## src/rtl/instr_fetch_unit_pkg.sv

```systemverilog
// Shared definitions for the instruction fetch stage: FSM states, opcodes
// and instruction field positions.
package instr_fetch_unit_pkg;

  typedef enum logic [1:0] {
    REQ  = 2'd0,
    WAIT = 2'd1,
    HOLD = 2'd2
  } fetch_state_e;

  localparam logic [5:0] OP_RTYPE = 6'h00;
  localparam logic [5:0] OP_J     = 6'h02;
  localparam logic [5:0] OP_BEQ   = 6'h04;
  localparam logic [5:0] OP_ADDI  = 6'h08;
  localparam logic [5:0] OP_LW    = 6'h23;
  localparam logic [5:0] OP_SW    = 6'h2B;

  // Instruction field slice positions.
  localparam int OP_MSB     = 31;
  localparam int OP_LSB     = 26;
  localparam int INDEX_MSB  = 25;  // jump target index, [25:0]
  localparam int IMM_MSB    = 15;  // branch immediate, [15:0]

  // Branch displacement: sign-extended word offset turned into a byte offset.
  function automatic logic [31:0] branch_offset(input logic [IMM_MSB:0] imm);
    return {{14{imm[IMM_MSB]}}, imm, 2'b00};
  endfunction

endpackage

```

## src/rtl/instr_fetch_unit_next_pc.sv

```systemverilog
// Combinational next-PC selection from the decoder's jump/branch controls
// and the ALU zero flag. Jump wins over a taken branch.
module next_pc_calc
  import instr_fetch_unit_pkg::*;
(
  input  logic [31:0]        pc,
  input  logic [INDEX_MSB:0] index,
  input  logic               branch,
  input  logic               zero,
  input  logic               jump,
  output logic [31:0]        next_pc,
  output logic [31:0]        pc_plus4
);

  assign pc_plus4 = pc + 32'd4;

  // Select the successor address; jump has priority over a taken branch.
  always_comb begin
    // NOTE: next_pc gets a default before any branching so no path can leave it unassigned (no latch).
    next_pc = pc_plus4;
    if (jump) begin
      next_pc = {pc_plus4[31:28], index, 2'b00};
    end else if (branch && zero) begin
      next_pc = pc_plus4 + branch_offset(index[IMM_MSB:0]);
    end
  end

endmodule

```

## src/rtl/instr_fetch_unit.sv

```systemverilog
// Multi-cycle fetch stage: requests a word at pc, captures it into the IR,
// holds it for execute until accepted, then advances pc.
module instr_fetch_unit
  import instr_fetch_unit_pkg::*;
#(
  parameter logic [31:0] RESET_PC = 32'h0000_0000,
  parameter int          CNT_W    = 16
) (
  input  logic             clk,
  input  logic             resetN,
  output logic             imReqValid,
  input  logic             imReqReady,
  output logic [31:0]      imAddr,
  input  logic             imRespValid,
  input  logic [31:0]      imRespData,
  output logic [31:0]      instr,
  output logic [5:0]       Op,
  output logic             instrValid,
  input  logic             instrAccept,
  input  logic             branch,
  input  logic             zero,
  input  logic             jump,
  output logic [31:0]      pc,
  output logic [31:0]      pcPlus4,
  output logic [CNT_W-1:0] fetchCount
);

  fetch_state_e     state;
  logic [31:0]      pc_q;
  logic [31:0]      ir_q;
  logic [CNT_W-1:0] count_q;
  logic [31:0]      next_pc;

  next_pc_calc u_next_pc (
    .pc       (pc_q),
    .index    (ir_q[INDEX_MSB:0]),
    .branch   (branch),
    .zero     (zero),
    .jump     (jump),
    .next_pc  (next_pc),
    .pc_plus4 (pcPlus4)
  );

  // Fetch FSM: request, wait for the response, hold IR until execute accepts.
  always_ff @(posedge clk or negedge resetN) begin
    if (!resetN) begin
      // NOTE: sequential state uses non-blocking assignments so every register samples pre-edge values.
      state   <= REQ;
      pc_q    <= RESET_PC;
      ir_q    <= 32'h0;
      count_q <= '0;
    end else begin
      case (state)
        REQ: begin
          if (imReqReady) state <= WAIT;
        end
        WAIT: begin
          if (imRespValid) begin
            ir_q  <= imRespData;
            state <= HOLD;
          end
        end
        HOLD: begin
          if (instrAccept) begin
            pc_q    <= next_pc;
            count_q <= count_q + CNT_W'(1);
            state   <= REQ;
          end
        end
        default: state <= REQ;
      endcase
    end
  end

  // Reset parks the FSM in REQ, so the request is gated off while reset is
  // held; the first edge after release can then be accepted immediately.
  assign imReqValid = resetN && (state == REQ);
  assign imAddr     = pc_q;
  assign instrValid = (state == HOLD);
  assign instr      = ir_q;
  assign Op         = ir_q[OP_MSB:OP_LSB];
  assign pc         = pc_q;
  assign fetchCount = count_q;

endmodule

```

## config.mk

```make
export PLATFORM = sky130hd
export DESIGN_NAME = instr_fetch_unit
export DESIGN_NICKNAME = d
export VERILOG_FILES = /design/src/rtl/instr_fetch_unit_pkg.sv /design/src/rtl/instr_fetch_unit_next_pc.sv /design/src/rtl/instr_fetch_unit.sv
export SDC_FILE = /design/constraint.sdc
export NUM_CORES = 1
export LEC_CHECK = 0
export ABC_AREA = 1
export CORE_MARGIN = 2
export CORE_UTILIZATION = 54
export DETAILED_ROUTE_END_ITERATION = 6
export PLACE_DENSITY = 0.88
export SETUP_SLACK_MARGIN = 0.2
export SLEW_MARGIN = 0
export SYNTH_ARGS = -nofsm -noshare
export SYNTH_HDL_FRONTEND = slang
export SYNTH_SLANG_ARGS = --single-unit
```

## constraint.sdc

```tcl
create_clock -name clk -period 6.12 [get_ports clk]
set_clock_uncertainty 0.05 [all_clocks]
set_input_delay 0.918 -clock clk [delete_from_list [all_inputs] [get_ports clk]]
set_output_delay 0.918 -clock clk [all_outputs]
set_load 0.005 [all_outputs]
```

; ---- After elaboration in Yosys (flattened, before gate mapping)
; Cells that the tools add are included.
[totals]
reg_bits = 82
latch_bits = 0
mem_bits_rw = 0
rom_bits = 0
input_bits = 40
output_inout_bits = 152
word_cells = 24
memories = 0
[classes]
addsub = 3
multipliers = 0
div = 0
magnitude_cmp = 0
eq_ne = 5
shifts = 0
muxes = 6
n_bitwise = 0
n_reduce_logical = 6
[op_table]
columns = op, n
row1 = 32-bit 2-to-1 mux, 2
row2 = 32-bit by 3-bit adder with 32-bit output (second input constant), 1
row3 = 32-bit adder, 1
row4 = 16-bit by 1-bit adder with 16-bit output (second input constant), 1
row5 = 2-bit 2-to-1 mux, 3
row6 = 2-bit case mux with 3 select lines, 1
row7 = 2-bit inequality test (second input constant), 2
row8 = 2-bit AND reduction, 2
row9 = 3-bit AND reduction, 1
row10 = 2-bit by 1-bit equality test with 1-bit output (second input constant), 1
row11 = 2-bit equality test (second input constant), 1
row12 = 1-bit logical AND, 2
row13 = 2-bit zero test, 1
row14 = 2-bit by 1-bit inequality test with 1-bit output (second input constant), 1

; ---- Logic depth before layout (Yosys ltp)
; Gate-level depths: netlist of the first run.
[depth]
ltp_word = 4
mapped_depth = 24
ltp_nobuf = 24

; ---- Hierarchy
; From an unflattened synthesis of the first run, not the netlist that was laid out.
[hier_totals]
cells_unflattened = 1078
area_unflattened_um2 = 7378.3
[by_module_without_submodules]
columns = mod, instances, cells_per_inst, area_each_um2, seq_area_each_um2
row1 = instr_fetch_unit, 1, 354, 3768.6, 2052.0
row2 = next_pc_calc, 1, 724, 3609.7, 0.0

; ---- Worst setup path after synthesis of the first run
; No wires, ideal clock.
[synth_timing]
path_type = register to register
startpoint = reg pc_q[2], in the netlist imAddr[2]
endpoint = reg pc_q[26], in the netlist imAddr[26]
setup_time_ns = 0.116
arrival_ns = 2.733
t_required_ns = 5.954
setup_slack_ns = 3.221
path_stages_with_launch = 16
n_path_buf = 0
synth_period_minus_slack_ns = 2.899
path_cell_list = dfrtp_1 ha_1 nand3_1 nor3_1 nand3_1 xor2_1 inv_1 ha_1 inv_1 nor3_1 and2_1 nand3_1 nand4_1 nand3_1 nand2_1 nand2_1
[synth_between]
elab_chain_len = 4
[synth_lines]
columns = item, line
row1 = "start, declared", instr_fetch_unit.sv:29  ; logic [31:0] pc_q;
row2 = "start signal, assigned", instr_fetch_unit.sv:65  ; pc_q <= next_pc;
row3 = 32-bit by 3-bit adder with 32-bit output, instr_fetch_unit_next_pc.sv:15  ; assign pc_plus4 = pc + 32'd4;
row4 = named net pcPlus4[18], instr_fetch_unit.sv:24  ; output logic [31:0] pcPlus4,
row5 = 32-bit adder, instr_fetch_unit_next_pc.sv:24  ; next_pc = pc_plus4 + branch_offset(index[IMM_MSB:0]);
row6 = 32-bit 2-to-1 mux, instr_fetch_unit_next_pc.sv:23  ; end else if (branch && zero) begin
row7 = 32-bit 2-to-1 mux, instr_fetch_unit_next_pc.sv:21  ; if (jump) begin
; The timed path passes the listed nets, and every way through them passes these cells.
; A chain may end at the register's enable or synchronous reset.

; ---- Worst setup path in the final report of the first run
[layout_timing]
startpoint = reg pc_q[2], in the netlist imAddr[2]
endpoint = out pcPlus4[16]
[layout_between]
elab_chain_len = 1
[layout_lines]
columns = item, line
row1 = 32-bit by 3-bit adder with 32-bit output, instr_fetch_unit_next_pc.sv:15
row2 = "end, declared", instr_fetch_unit.sv:24
; No other way between the ends.

==> results of run 1 <==
## critical path: cells and delay by family (launching register included)
kind | cells | cell delay [ps]
fa+ha+maj | 1 | 250
xor+xnor | 1 | 300
flops | 1 | 450
simple gates | 4 | 650
buf+inv | 3 | 730
## sequential cells by signal, indices dropped and copies added (netlist names)
| name | flops |
|---|---|
| instr | 32 |
| imAddr | 30 |
| fetchCount | 16 |
| state | 2 |
## worst paths after layout
check                               start              to  cells after the start
min in group asynchronous          resetN       instr[21]                      2
max reg2reg                     imAddr[2]      imAddr[27]                     20
min reg2reg                fetchCount[15]  fetchCount[15]                      1
max                             imAddr[2]     pcPlus4[16]                      9
max in group asynchronous          resetN       instr[11]                      2
min                        fetchCount[15]  fetchCount[15]                      1
## routing by layer
metal / vias to the layer above / share of wire
met5: - / 0
li1: 3593 / -
met1: 3424 / 0.40
met2: 444 / 0.46
met3: 71 / 0.096
met4: 0 / 0.043
## synth_stat cells, drive strengths merged (2+ instances only)
| cell type | n |
|---|---|
| nand2 | 332 |
| inv | 146 |
| nor2 | 123 |
| dfrtp | 80 |
| nand3 | 67 |
| a21oi | 53 |
| buf | 49 |
| o21ai | 39 |
| ha | 37 |
| mux2 | 26 |
| xor2 | 25 |
| nor3 | 14 |
| nand4 | 11 |
| clkbuf | 9 |
| xnor2 | 8 |
| nand3b | 6 |
| o21bai | 6 |
| and2 | 4 |
| o22ai | 4 |
| a21boi | 3 |
| o211ai | 2 |
| o221ai | 2 |
| or2 | 2 |
## power groups by stage
stage | Combinational (mW) | Sequential, mW | Clock, mW
2_1_floorplan | 2.24 | 1.00 | 0
3_3_place_gp | 3.56 | 1.11 | 0
3_5_place_dp | 3.59 | 1.11 | 0
4_1_cts | 3.62 | 1.11 | 0.583
5_1_grt | 4.07 | 1.15 | 0.608
6_report | 3.67 | 1.12 | 0.583
## final cells by class
class | count | area, µm² | share of cell area
inverter | 146 | 548 | 0.0605
clock inverter | 6 | 75.1 | 0.00829
multi-input combinational | 778 | 4110 | 0.453
clock buffer | 10 | 239 | 0.0264
timing repair buffer | 188 | 1870 | 0.207
tap | 172 | 215 | 0.0238
sequential | 80 | 2000 | 0.221
## stage by stage
step / hold WS (ps) / setup WS, ps / area [µm²] / power, mW / cells
after global placement: 409 / 2620 / 8740 / 4.67 / 1364
after CTS: 433 / 2460 / 9060 / 5.31 / 1380
final: 428 / 2430 / 9060 / 5.37 / 1380
after global routing: 443 / 2020 / 9060 / 5.83 / 1380
after floorplan: 418 / 3220 / 7030 / 3.24 / 1062
after detailed placement: 421 / 2600 / 8740 / 4.69 / 1364
## logic make-up (layout without fill, tap and decap cells)
| group | count (synthesis) | after routing | synth area share |
|---|---|---|---|
| other | 1 | 6 | 0.000535 |
| AND/OR/NAND/NOR | 559 | 559 | 0.338 |
| buffers and inverters | 204 | 350 | 0.133 |
| AO/OA/AOI/OAI | 116 | 116 | 0.0913 |
| XOR/XNOR | 33 | 33 | 0.0412 |
| flip-flops | 80 | 80 | 0.285 |
| multiplexers | 26 | 26 | 0.0417 |
| adder cells (fa/ha/maj) | 38 | 38 | 0.0688 |
==> flow_summary.ini, run 1 <==
[die]
die_h_um = 118
io_pins = 192
start_util = 0.554
coreArea_um2 = 12700
rows = 41
die_width_um = 118
fp.dieArea_um2 = 13900

[clocking]
numCtsBuffers = 9
post_cts_buffers = 0
cts_tree = yes
cts_htree_levels = 3
hold_buffers = 0
clock_latency_ps = 350
clock_sinks = 80
cts_resized = 0
cts.clk_slew.worst_paths_ps = 70
ctsLongestPathBuffers = 2
clockRootBuffer = clkbuf_16

[timing]
hold_viol = 0
fmaxAchievable_mhz = 271
setup-tns-final_ps = 0
finalCriticalPeriod_ps = 3690
rsz0062_at_grt = false
finalCritPeriodShare = 0.603
slew_viol_final = 0
finalSetupViolCount = 0
slew_headroom = 0.187
tightestPinTransition_ps = 1210

[drt]
ant_nets = 0
remaining_drc_errors = 0
vias = 7532
firstDrtPassIters = 5
wirelength_mm = 23.7
routedWlPerCell_um = 17.2
first_iter_violations = 810
viasPerCell = 5.46

[layout]
antenna_cells = 0
n_fill_cell = 1091
area_delta_synth_final_pct = 29.1
final_common_cell = nand2_1
fin_util = 0.715
drive_gt1_frac = 0.0613
num-nets-final = 1281
final_cell_mix = nand2_1, clkdlybuf4s50_1, inv_1

[logic_synthesis]
syn_inst = 1057
yosysTopAreaCellShare = 0.285
ys_async_sr_fraction = 1.00
synth_area_leaders = dfrtp_1, nand2_1, inv_1, ha_1, nor2_1
ys_types = 44
synth_area_um2 = 7020
avgSynthCellArea_um2 = 6.64
synth_area_leader_cell = dfrtp_1
yosys_warnings = 0
synth_edf_count = 0
synth_seq_cells = 80
synth_ff_type = dfrtp_1
seq_area_frac_synth = 0.285

[pwr]
clock_power_share = 0.109
ir_worst_vdd_mv = 0.351
p_seq_frac = 0.208
p_leak_nw = 4.46
combinationalPowerShare = 0.683
intPower_mw = 2.71
swShare = 0.496
power_density_nw_per_um2 = 593
p_switching_mw = 2.66

[setup_path]
cp.required_ps = 5150
crit_path_end_kind = primary output
cp_slowest_cell = clkdlybuf4s50_1
max_stage_delay_ps = 480
worstPathMaxFanout = 5
worstSetupPathType = reg2out
r2r_setup_slack_ps = 2500
start_kind = flip-flop
crit_chain = ha_1 -> nand3_1 -> inv_1 -> nand2_1 -> nor2_1 -> nand2_1 -> xor2_1 -> inv_1 -> clkdlybuf4s50_1
cp.arrival_ps = 2720

[placement]
routabilityCongestion = 0.987
portBuffers = 185
post-dp-hpwl_mm = 18.5

[global_routing]
overflow = 0
grtUsageMet3 = 0.0809
grt_usage = 0.343
grt_pass1_vias = 7333
grt_pass1_wl_mm = 37.7
use_met2 = 0.550
grtUsageMet1 = 0.435
grt_max_degree = 81
grt.busiest_layer = met2
antenna_found_initial = 0

[hold_path]
hold_path.class = reg2reg

[outcome]
status = completed

[run]
max_cap_violations = 0
No activity file was read; power rests on OpenSTA's default activity.
==> run 2: changes to the inputs <==
--- a/config.mk
+++ b/config.mk
@@ -7,9 +7,9 @@
 export LEC_CHECK = 0
 export ABC_AREA = 1
 export CORE_MARGIN = 2
-export CORE_UTILIZATION = 54
+export CORE_UTILIZATION = 45
 export DETAILED_ROUTE_END_ITERATION = 6
-export PLACE_DENSITY = 0.88
+export PLACE_DENSITY = 0.78
 export SETUP_SLACK_MARGIN = 0.2
 export SLEW_MARGIN = 0
 export SYNTH_ARGS = -nofsm -noshare
==> constraint.sdc (replaced) <==
create_clock -name clk -period 3.3 [get_ports clk]
set_clock_uncertainty 0.05 [all_clocks]
set_input_delay 0.495 -clock clk [delete_from_list [all_inputs] [get_ports clk]]
set_output_delay 0.495 -clock clk [all_outputs]
set_load 0.005 [all_outputs]
==> flow_summary.ini, run 2 (synthesis gave the netlist of run 1 again) <==
[global_routing]
grt_pass1_vias = 6972
grt_pass1_wl_mm = 37.3
antenna_found_initial = 0
grt_max_degree = 81
grt_usage = 0.292
overflow = 0

[placement]
portBuffers = 185
place_ws_ps = -20.4
post-dp-hpwl_mm = 19.1
routabilityCongestion = 1.02
postPlaceCellArea_um2 = 9030

[setup_path]
start_kind = flip-flop
cp_slowest_cell = dfrtp_2
path_buf_inv = 2
crit_top_cell = nand2_1
max_stage_delay_ps = 420
crit_path_end_kind = flip-flop
cp.required_ps = 3490
worstPathMaxFanout = 5
cp.arrival_ps = 3260
crit_family = simple AND/OR/NAND/NOR gates
crit_chain = nand2_2 -> nor3_4 -> nand2_2 -> nor2_1 -> nand2_1 -> xor2_2 -> inv_2 -> ha_1 -> buf_4 -> nand2_1 -> nand2_1 -> nand2_1 -> nand2_1 -> nand2_1 -> nand2_1 -> a21oi_2 -> nand3_1 -> nand3_2 -> nand2_1 -> nand2_1 -> nand2_1
worstSetupPathType = reg2reg

[layout]
antenna_cells = 0
final_common_cell = nand2_1
largest_reg_flops = 32
num-nets-final = 1337
final_cell_mix = nand2_1, clkdlybuf4s50_1, inv_1
drive_gt1_frac = 0.171
fin_area_um2 = 9840
area_delta_synth_final_pct = 40.2
n_fill_cell = 1354

[drt]
remaining_drc_errors = 0
first_iter_violations = 785
viasPerCell = 5.43
vias = 7887
ant_nets = 0
wirelength_mm = 25.2
routedWlPerCell_um = 17.3
firstDrtPassIters = 5

[clocking]
clock_latency_ps = 360
clockRootBuffer = clkbuf_16
clock_sinks = 80
hold_buffers = 0
ctsLongestPathBuffers = 2
numCtsBuffers = 9
cts.clk_slew.worst_paths_ps = 70
cts_tree = yes
cts_htree_levels = 3

[timing]
rsz0062_at_grt = true
fmaxAchievable_mhz = 326
finalSetupViolCount = 0
hold_viol = 0
tightestPinTransition_ps = 1090
slew_viol_final = 0
fin_ws_ps = 234
slew_headroom = 0.273
finalCritPeriodShare = 0.929
finalCriticalPeriod_ps = 3070

[pwr]
p_leak_nw = 4.75
power_density_nw_per_um2 = 1100
p_seq_frac = 0.183
ir_worst_vdd_mv = 0.573
p_total_mw = 10.8
intPower_mw = 5.47
combinationalPowerShare = 0.723
clock_power_share = 0.095
swShare = 0.494
p_switching_mw = 5.35

[die]
fp.dieArea_um2 = 16600
io_pins = 192
rows = 45
start_util = 0.461
coreArea_um2 = 15200
die_width_um = 129
die_h_um = 129

[run]
max_cap_violations = 0

[hold_path]
hold_path.class = in2async

[outcome]
status = completed
## run 2: metal layers
metal	GRT usage	up-vias	part of all wire
met1	0.390	3644	0.41
met4	0.0818	0	0.035
met3	0.0665	54	0.097
li1	-	3713	-
met2	0.477	476	0.46
met5	0	-	0
## run 2: final timing paths
kind                                     start        endpoint  slack (ps)  cells past startpoint
min in group clk                fetchCount[15]  fetchCount[15]         450                      1
max in group asynchronous               resetN       imAddr[8]        2040                      2
worst max-delay path                imAddr[13]      imAddr[27]         230                     21
worst min-delay path                    resetN       instr[25]         360                      2
worst min register to register  fetchCount[15]  fetchCount[15]         450                      1
worst max register to register      imAddr[13]      imAddr[27]         230                     21
## run 2: power groups by stage
stage / Clock (mW) / Sequential [mW] / Combinational (mW)
2_1_floorplan: 0 / 1.86 / 4.15
3_3_place_gp: 0 / 1.96 / 6.94
3_5_place_dp: 0 / 1.97 / 6.97
4_1_cts: 1.03 / 1.96 / 7.09
5_1_grt: 1.08 / 2.03 / 8.50
6_report: 1.02 / 1.98 / 7.81
## run 2: timing repair
action,4_1_cts,5_1_grt
resized for setup,15,86
setup buffers,1,19
pin swaps,0,15
endpoints found under the setup margin,14,27
## run 2: layout make-up
cell class | instances | area (µm²) | area share
multi-input cells | 778 | 4450 | 0.453
flip-flops and latches | 80 | 2020 | 0.205
repair buffers | 244 | 2290 | 0.233
clock buffers | 9 | 225 | 0.0229
well taps | 188 | 235 | 0.0239
inverters | 146 | 548 | 0.0557
clock inverters | 7 | 67.6 | 0.00687
## run 2: stage by stage
stage / instances / TNS, ps / hold WS, ps / utilization
final: 1452 / 0 / 362 / 0.647
after global placement: 1416 / 0 / 410 / 0.594
after global routing: 1452 / 0 / 450 / 0.647
after CTS: 1433 / 0 / 427 / 0.618
after detailed placement: 1416 / -20.4 / 443 / 0.594
after floorplan: 1062 / 0 / 149 / -
